$ cat config.mk
export PLATFORM = sky130hd
export DESIGN_NAME = db_stream_ctrl
export DESIGN_NICKNAME = d
export VERILOG_FILES = /design/src/rtl/blast_pkg.sv /design/src/rtl/db_stream_ctrl.sv
export SDC_FILE = /design/constraint.sdc
export NUM_CORES = 1
export LEC_CHECK = 0
export CORE_AREA = 5 5 416 418
export DETAILED_ROUTE_END_ITERATION = 10
export DIE_AREA = 0 0 421 423
export PLACE_DENSITY = 0.3
export SETUP_SLACK_MARGIN = 0.02
export SLEW_MARGIN = 5
export SYNTH_ARGS = -nofsm -noshare
export SYNTH_HDL_FRONTEND = slang
export SYNTH_SLANG_ARGS = --single-unit
$ cat constraint.sdc
create_clock -name clk -period 2.9 [get_ports clk]
set_input_delay 0.29 -clock clk [delete_from_list [all_inputs] [get_ports clk]]
set_output_delay 0.29 -clock clk [all_outputs]
set_load 0.01 [all_outputs]
$ cat src/rtl/blast_pkg.sv
// Shared constants and state encoding for the BLAST database streaming path.
package blast_pkg;

    localparam int BASES_PER_WORD = 256;   // 2-bit bases per 512-bit database word
    localparam int MARGIN         = 11;    // bases held in the 22-bit guard of the window register
    localparam int WORD_W         = 512;   // database word width
    localparam int K_W            = 9;     // shift counter width, range 0..256

    typedef enum logic [1:0] {
        IDLE,
        LOAD0,
        PRIME,
        RUN
    } state_t;

endpackage

$ cat src/rtl/db_stream_ctrl.sv
// Streaming controller feeding the 534-bit shift2Reg window register.
// Accepts 512-bit database words, drives load/shift/inData, and reports which
// database base index sits at the top of the window whenever a new one appears.
module db_stream_ctrl
    import blast_pkg::*;
#(
    parameter int POS_W = 32
) (
    input  logic              clk,
    input  logic              rst,
    input  logic              start,
    input  logic              s_valid,
    output logic              s_ready,
    input  logic [WORD_W-1:0] s_data,
    input  logic              s_last,
    input  logic              hold,
    output logic              load,
    output logic              shift,
    output logic [WORD_W-1:0] inData,
    output logic              win_valid,
    output logic [POS_W-1:0]  win_pos,
    output logic              busy,
    output logic              done
);

    // k value meaning every base of the current word has been shifted once
    localparam logic [K_W-1:0] K_FULL   = K_W'(BASES_PER_WORD);
    // k value just before the shift that brings base 0 to the top of the window
    localparam logic [K_W-1:0] K_PRIMED = K_W'(MARGIN - 1);
    // k value just before the final shift of a word
    localparam logic [K_W-1:0] K_LAST   = K_W'(BASES_PER_WORD - 1);

    state_t         state_reg;
    logic [K_W-1:0] k_reg;
    logic           last_reg;

    // Register-control decode: a new word is taken only in LOAD0 or at the
    // k=256 boundary of a non-final word; hold freezes everything.
    always_comb begin
        load  = 1'b0;
        shift = 1'b0;
        case (state_reg)
            LOAD0: begin
                load = s_valid & ~hold;
            end
            PRIME: begin
                shift = ~hold;
            end
            RUN: begin
                if (k_reg != K_FULL) begin
                    shift = ~hold;
                end else if (!last_reg) begin
                    // Boundary reload shifts in the same cycle so the window stays contiguous
                    load  = s_valid & ~hold;
                    shift = s_valid & ~hold;
                end
            end
            default: begin
                load  = 1'b0;
                shift = 1'b0;
            end
        endcase
    end

    assign s_ready = load;
    assign busy    = (state_reg != IDLE);
    assign inData  = busy ? s_data : '0;

    // Stream sequencing; window strobe, position and done are registered on
    // the same edge that moves the shift register so they describe outData.
    always_ff @(posedge clk or posedge rst) begin
        if (rst) begin
            state_reg <= IDLE;
            k_reg     <= '0;
            last_reg  <= 1'b0;
            win_valid <= 1'b0;
            win_pos   <= '0;
            done      <= 1'b0;
        end else begin
            win_valid <= 1'b0;
            done      <= 1'b0;
            case (state_reg)
                IDLE: begin
                    if (start) begin
                        state_reg <= LOAD0;
                        k_reg     <= '0;
                        win_pos   <= '0;
                        last_reg  <= 1'b0;
                    end
                end
                LOAD0: begin
                    if (load) begin
                        k_reg     <= '0;
                        last_reg  <= s_last;
                        state_reg <= PRIME;
                    end
                end
                PRIME: begin
                    if (shift) begin
                        k_reg <= k_reg + K_W'(1);
                        if (k_reg == K_PRIMED) begin
                            win_valid <= 1'b1;
                            win_pos   <= '0;
                            state_reg <= RUN;
                        end
                    end
                end
                RUN: begin
                    if (k_reg == K_FULL && last_reg) begin
                        state_reg <= IDLE;
                    end else if (shift) begin
                        win_valid <= 1'b1;
                        win_pos   <= win_pos + POS_W'(1);
                        if (load) begin
                            k_reg    <= K_W'(1);
                            last_reg <= s_last;
                        end else begin
                            k_reg <= k_reg + K_W'(1);
                            // The shift that reaches k=256 on the final word makes the last window
                            if (last_reg && k_reg == K_LAST) begin
                                done <= 1'b1;
                            end
                        end
                    end
                end
                default: begin
                    state_reg <= IDLE;
                end
            endcase
        end
    end

endmodule

[Word level (Yosys, flattened, before mapping)]
Index checks and enable logic that the tools add are counted.
Cells by class
  shifts and indexed selects: 0
  equal/unequal tests: 14
  div/mod/pow operators: 0
  muxes and demuxes: 40
  multipliers: 0
  bitwise logic cells: 2
  add/sub/neg operators: 2
  reduce and logical (&&, ||, !) cells: 10
  $lt $le $gt $ge: 0
Operators with widths (number)
  512-bit two-way mux: 1
  32-bit two-way mux: 5
  32-bit case mux with 3 select lines: 1
  9-bit two-way mux: 6
  9-bit case mux with 4 select lines: 1
  32-bit by 1-bit adder with 32-bit output, second input constant: 1
  1-bit two-way mux: 16
  2-bit != test, second input constant: 7
  2-bit two-way mux: 5
  5-bit AND reduction: 2
  9-bit by 1-bit adder with 9-bit output, second input constant: 1
  9-bit by 4-bit == test with 1-bit output, second input constant: 1
  9-bit by 8-bit == test with 1-bit output, second input constant: 1
  9-bit == test, second input constant: 1
  9-bit != test, second input constant: 1
  2-bit case mux with 4 select lines: 1
  1-bit case mux with 2 select lines: 3
  6-bit AND reduction: 1
  3-bit nonzero test: 2
  2-bit == test, second input constant: 2
  4-bit AND reduction: 1
  1-bit case mux with 3 select lines: 1
  2-bit by 1-bit == test with 1-bit output, second input constant: 1
  1-bit logical AND: 2
  4 further kinds: 4
Storage, ports and cells
  bits of input ports: 518
  word-level logic and storage cells: 74
  memory bits (writable): 0
  bits in latches: 0
  memories: 0
  bits in registers: 46
  bits in read-only memories: 0

[Depth between registers and ports, before layout]
  depth in word-level cells: 9
  gate-level depth with buffers: 9
  gate-level depth less buffers: 7

[Least setup slack after synthesis]
Ideal clock, no wire load.
  path type: register to register
  start point: register state_reg[0]
  end point: register k_reg[2]
  setup slack: 712 ps
  cell stages (with the launch flop): 9
  library setup time: 121 ps
  data arrival time: 2067 ps
  period minus slack after synthesis: 2188 ps
  buffers on the path: 1
  path through: dfrtp_1 > inv_1 > ha_1 > buf_2 > o21ai_0 > o21ai_0 > a211oi_1 > o21ai_0 > a22o_1
Between the ends
  cells in the longest elaborated chain, start to end: 6
  elaborated cells between the ends (all ways): 16
  those cells by class: eq/ne: 8; mux: 6; reduce/logical: 2
RTL lines
  from (decl): line db_stream_ctrl.sv:33  | state_t state_reg;
  from (signal assigned): line db_stream_ctrl.sv:73  | state_reg <= IDLE;
  from (signal assigned): line db_stream_ctrl.sv:85  | state_reg <= LOAD0;
  from (signal assigned): line db_stream_ctrl.sv:95  | state_reg <= PRIME;
  2-bit == test / 2-bit by 1-bit == test with 1-bit output (equally long branches): line db_stream_ctrl.sv:42, db_stream_ctrl.sv:82
  1-bit case mux with 2 select lines: line db_stream_ctrl.sv:42  | case (state_reg)
  9-bit two-way mux: line db_stream_ctrl.sv:114  | if (load) begin
  9-bit two-way mux: line db_stream_ctrl.sv:111  | end else if (shift) begin
  9-bit two-way mux: line db_stream_ctrl.sv:109  | if (k_reg == K_FULL && last_reg) begin
  9-bit case mux with 4 select lines: line db_stream_ctrl.sv:82  | case (state_reg)
  to (signal assigned): line db_stream_ctrl.sv:100  | k_reg <= k_reg + K_W'(1);
  to (signal assigned): line db_stream_ctrl.sv:118  | k_reg <= k_reg + K_W'(1);
  to (decl): line db_stream_ctrl.sv:34  | logic [K_W-1:0] k_reg;
Parallel ways exist; a longest one is shown, timed or not. The select of a mux whose other input is x is not followed.
A chain may end at the register's enable or synchronous reset.

[Worst setup path after layout]
  start point: register state_reg[0]
  end point: output port inData[313]
Between the ends
  cells in the longest elaborated chain, start to end: 2
RTL lines
  2-bit nonzero test: line db_stream_ctrl.sv:66  | assign busy = (state_reg != IDLE);
  512-bit two-way mux: line db_stream_ctrl.sv:67  | assign inData = busy ? s_data : '0;
  to (decl): line db_stream_ctrl.sv:19  | output logic [WORD_W-1:0] inData,
Every way passes these cells.

==> results.py <==
metrics = {
    "cts": {
        "hold_buffers": 0,
        "path_clk_slew_ns": 0.08,
        "clock_path_buffers": 2,
        "numCtsBuffers": 5,
        "h-tree-depth": 2,
        "cts_root_buf": "clkbuf_16",
        "clock-sinks": 46,
        "tritoncts": "yes",
        "insertion_delay_ns": 0.31,
    },
    "global_routing": {
        "grt_start_max_net_pins": 79,
        "grtUsageTotal": 0.1465,
        "grt_pass1_wl_mm": 164.1,
        "antenna_found_initial": 144,
        "grt_pass1_vias": 11550,
        "grt-ovfl-total": 0,
    },
    "place": {
        "dp.cells": 4148,
        "port_buffers": 1067,
        "postPlaceCellArea_sq_mm": 0.01976,
        "place.detailed.hpwl_mm": 128.6,
        "routabilityCongestion": 0.9409,
    },
    "finish": {
        "finalNonFillerCells": 4205,
        "largest_reg_flops": 32,
        "fin_nets": 2474,
        "syn_to_final_growth_pct": 221.9,
        "layout_commonest_cell": "clkdlybuf4s50_1",
        "drive_above_1_share": 0.09502,
        "fillers": 19540,
        "design_area_sq_mm": 0.02014,
        "most-common-layout-cells": "956 x clkdlybuf4s50_1, 520 x nor2b_1, 142 x buf_4",
    },
    "synth": {
        "synthCells": 877,
        "synthesis.area_sq_mm": 0.006256,
        "ys_types": 49,
        "ys_seq_elements": 46,
        "synth.avg_cell_area_sq_um": 7.133,
        "synth_fp_nets": 1405,
        "ys_warn_count": 0,
        "ys_seq_area_frac": 0.1840,
    },
    "route": {
        "drc": 0,
        "vias": 10840,
        "ant_nets": 0,
        "firstDrtPassIters": 4,
        "wl_per_cell_microns": 32.74,
        "avgViaCountPerCell": 2.577,
        "drt-initial-drc-count": 517,
        "wirelength_mm": 137.7,
    },
    "sta": {
        "rsz0062_at_grt": "yes",
        "period_minus_slack_ns": 2.811,
        "setup-violations-final": 0,
        "clock_skew_ns": 0.01127,
        "holdWs_ns": 0.3332,
        "relSlewSlack": 0.5217,
        "layout_worst_path_cycle_share": 0.9694,
        "worst_pin_slew_ns": 0.7131,
        "drv_slew": 0,
        "fmax_mhz": 355.7,
        "finalHoldViolCount": 0,
        "finalSetupTns_ns": 0,
    },
    "floorplanning": {
        "dieArea_sq_mm": 0.1781,
        "start_util": 0.03708,
        "io_pins": 1068,
        "dieHeight_microns": 423,
        "core_sq_mm": 0.1687,
        "row_count": 151,
        "die_x_microns": 421,
    },
    "setup_path": {
        "critical_path_arrival_ns": 2.52,
        "critPathLaunchType": "flip-flop",
        "crit_fanout": 78,
        "r2r_start": "k_reg[0]",
        "crit_type": "reg -> out",
        "rr_endpoint": "win_pos[6]",
        "reg2reg_setup_slack_ns": 0.42,
        "reg2reg_depth": 9,
        "cp.required_ns": 2.61,
        "critPathLaunch": "state_reg[0]",
        "end_kind": "primary output",
    },
    "power": {
        "power_leakage_uw": 0.007079,
        "cellPowerDensity_mw_per_mm2": 729.7,
        "peakVddDrop_uv": 336.7,
    },
    "run": {
        "cap_violations": 0,
    },
    "run_status": {
        "outcome": "finished clean",
    },
    "hold_path": {
        "hp-class": "in -> async",
    },
}
[power breakdown]
group | internal (uW) | switching [uW] | leakage [uW]
registers | 694 | 68.4 | 0.000634
clock network | 325 | 314 | 0.0000667
logic | 5720 | 7570 | 0.00638
[metal layers]
| metal | vias to the layer above | GRT usage | share of wire |
|---|---|---|---|
| li1 | 5006 | - | - |
| met2 | 519 | 0.2646 | 0.50 |
| met4 | 90 | 0.01171 | 0.012 |
| met3 | 206 | 0.1220 | 0.16 |
| met1 | 5016 | 0.1304 | 0.33 |
| met5 | - | 0 | 0.0041 |
[kinds of logic (layout without fill, tap and decap cells)]
kind of cell               Yosys count  after routing  share of synthesized area
adders and majority gates           10             10                    0.02000
xor gates and xnor gates             1              1                   0.001400
AOI/OAI and AO/OA                  101            101                     0.1074
and+or+nand+nor                    631            631                     0.6272
DFF                                 46             46                     0.1840
buffers and inverters               85           1155                    0.05500
other                                0             40                          0
muxes                                3              3                   0.005000
[cell usage after synthesis, drive strengths merged]
library cell    n  area [sq um]
a21oi          30         153.9
xnor2           1         8.760
mux2            1         11.26
ha             10         125.1
mux2i           2         20.02
clkbuf         59         221.5
nand3b          2         15.01
dfrtp          46          1151
nor3            5         30.03
o41ai           1         16.27
nand4b          1         8.760
inv            17         63.81
o31a            2         17.52
nand3          11         55.05
o2111ai         5         67.57
and4            2         17.52
nand2b          3         18.77
o31ai          13         111.4
nor2           14         52.55
o21ai          34         170.2
or3            16         100.1
a21boi          1         7.510
a21o            1         7.510
nand2          21         78.83
or4            13         97.59
o211ai          2         20.02
and3            7         43.79
nor4b           3         26.28
a211oi          2         15.01
nor4            2         42.54
buf             9         58.80
or2             1         6.260
and2            2         12.51
a41oi           1         8.760
nand4           6         52.55
a31oi           2         12.51
a41o            1         11.26
a22o            6         52.55
nor2b         522          3266
[worst max path at each step]
stage | slack (ns) | endpoint
6_report | 0.09 | inData[313]
2_1_floorplan | 0.71 | k_reg[2]
5_1_grt | -0.01 | inData[313]
3_3_place_gp | 0.20 | win_pos[31]
3_5_place_dp | 0.21 | inData[191]
4_1_cts | -0.03 | inData[503]
[through the flow]
step,utilization,worst slack (ns),total power [uW]
2_1_floorplan,-,0.7124,4784
3_3_place_gp,0.1171,0.1966,14320
3_5_place_dp,0.1171,0.2051,14250
4_1_cts,0.1183,-0.02874,15100
5_1_grt,0.1188,-0.009754,15690
6_report,0.1194,0.08861,14700
[area by class of cell]
| class | instances | area [sq um] | area share |
|---|---|---|---|
| timing repair buffer | 1130 | 11120 | 0.5522 |
| sequential | 46 | 1151 | 0.05716 |
| clock buffer | 5 | 125.1 | 0.006213 |
| multi-input combinational | 746 | 4778 | 0.2373 |
| inverter | 17 | 63.81 | 0.003168 |
| antenna | 40 | 100.1 | 0.004970 |
| tap | 2218 | 2775 | 0.1378 |
| clock inverter | 3 | 23.77 | 0.001180 |
[worst max-delay path, cell delays in order, from the launching register on]
cell and delay [ns]:
dfrtp_1 0.45, inv_2 0.10, ha_4 0.26, buf_16 0.25
nor2b_1 0.33, buf_4 0.18, clkdlybuf4s50_1 0.54
[what timing repair did]
item	4_1_cts	5_1_grt
pin swaps	1	1
setup endpoints to repair	167	30
cloned	0	1
setup buffers	5	3
resized for setup	15	9
endpoints found under the hold margin	0	0
Note: power is estimated with default switching activity, not from simulation.
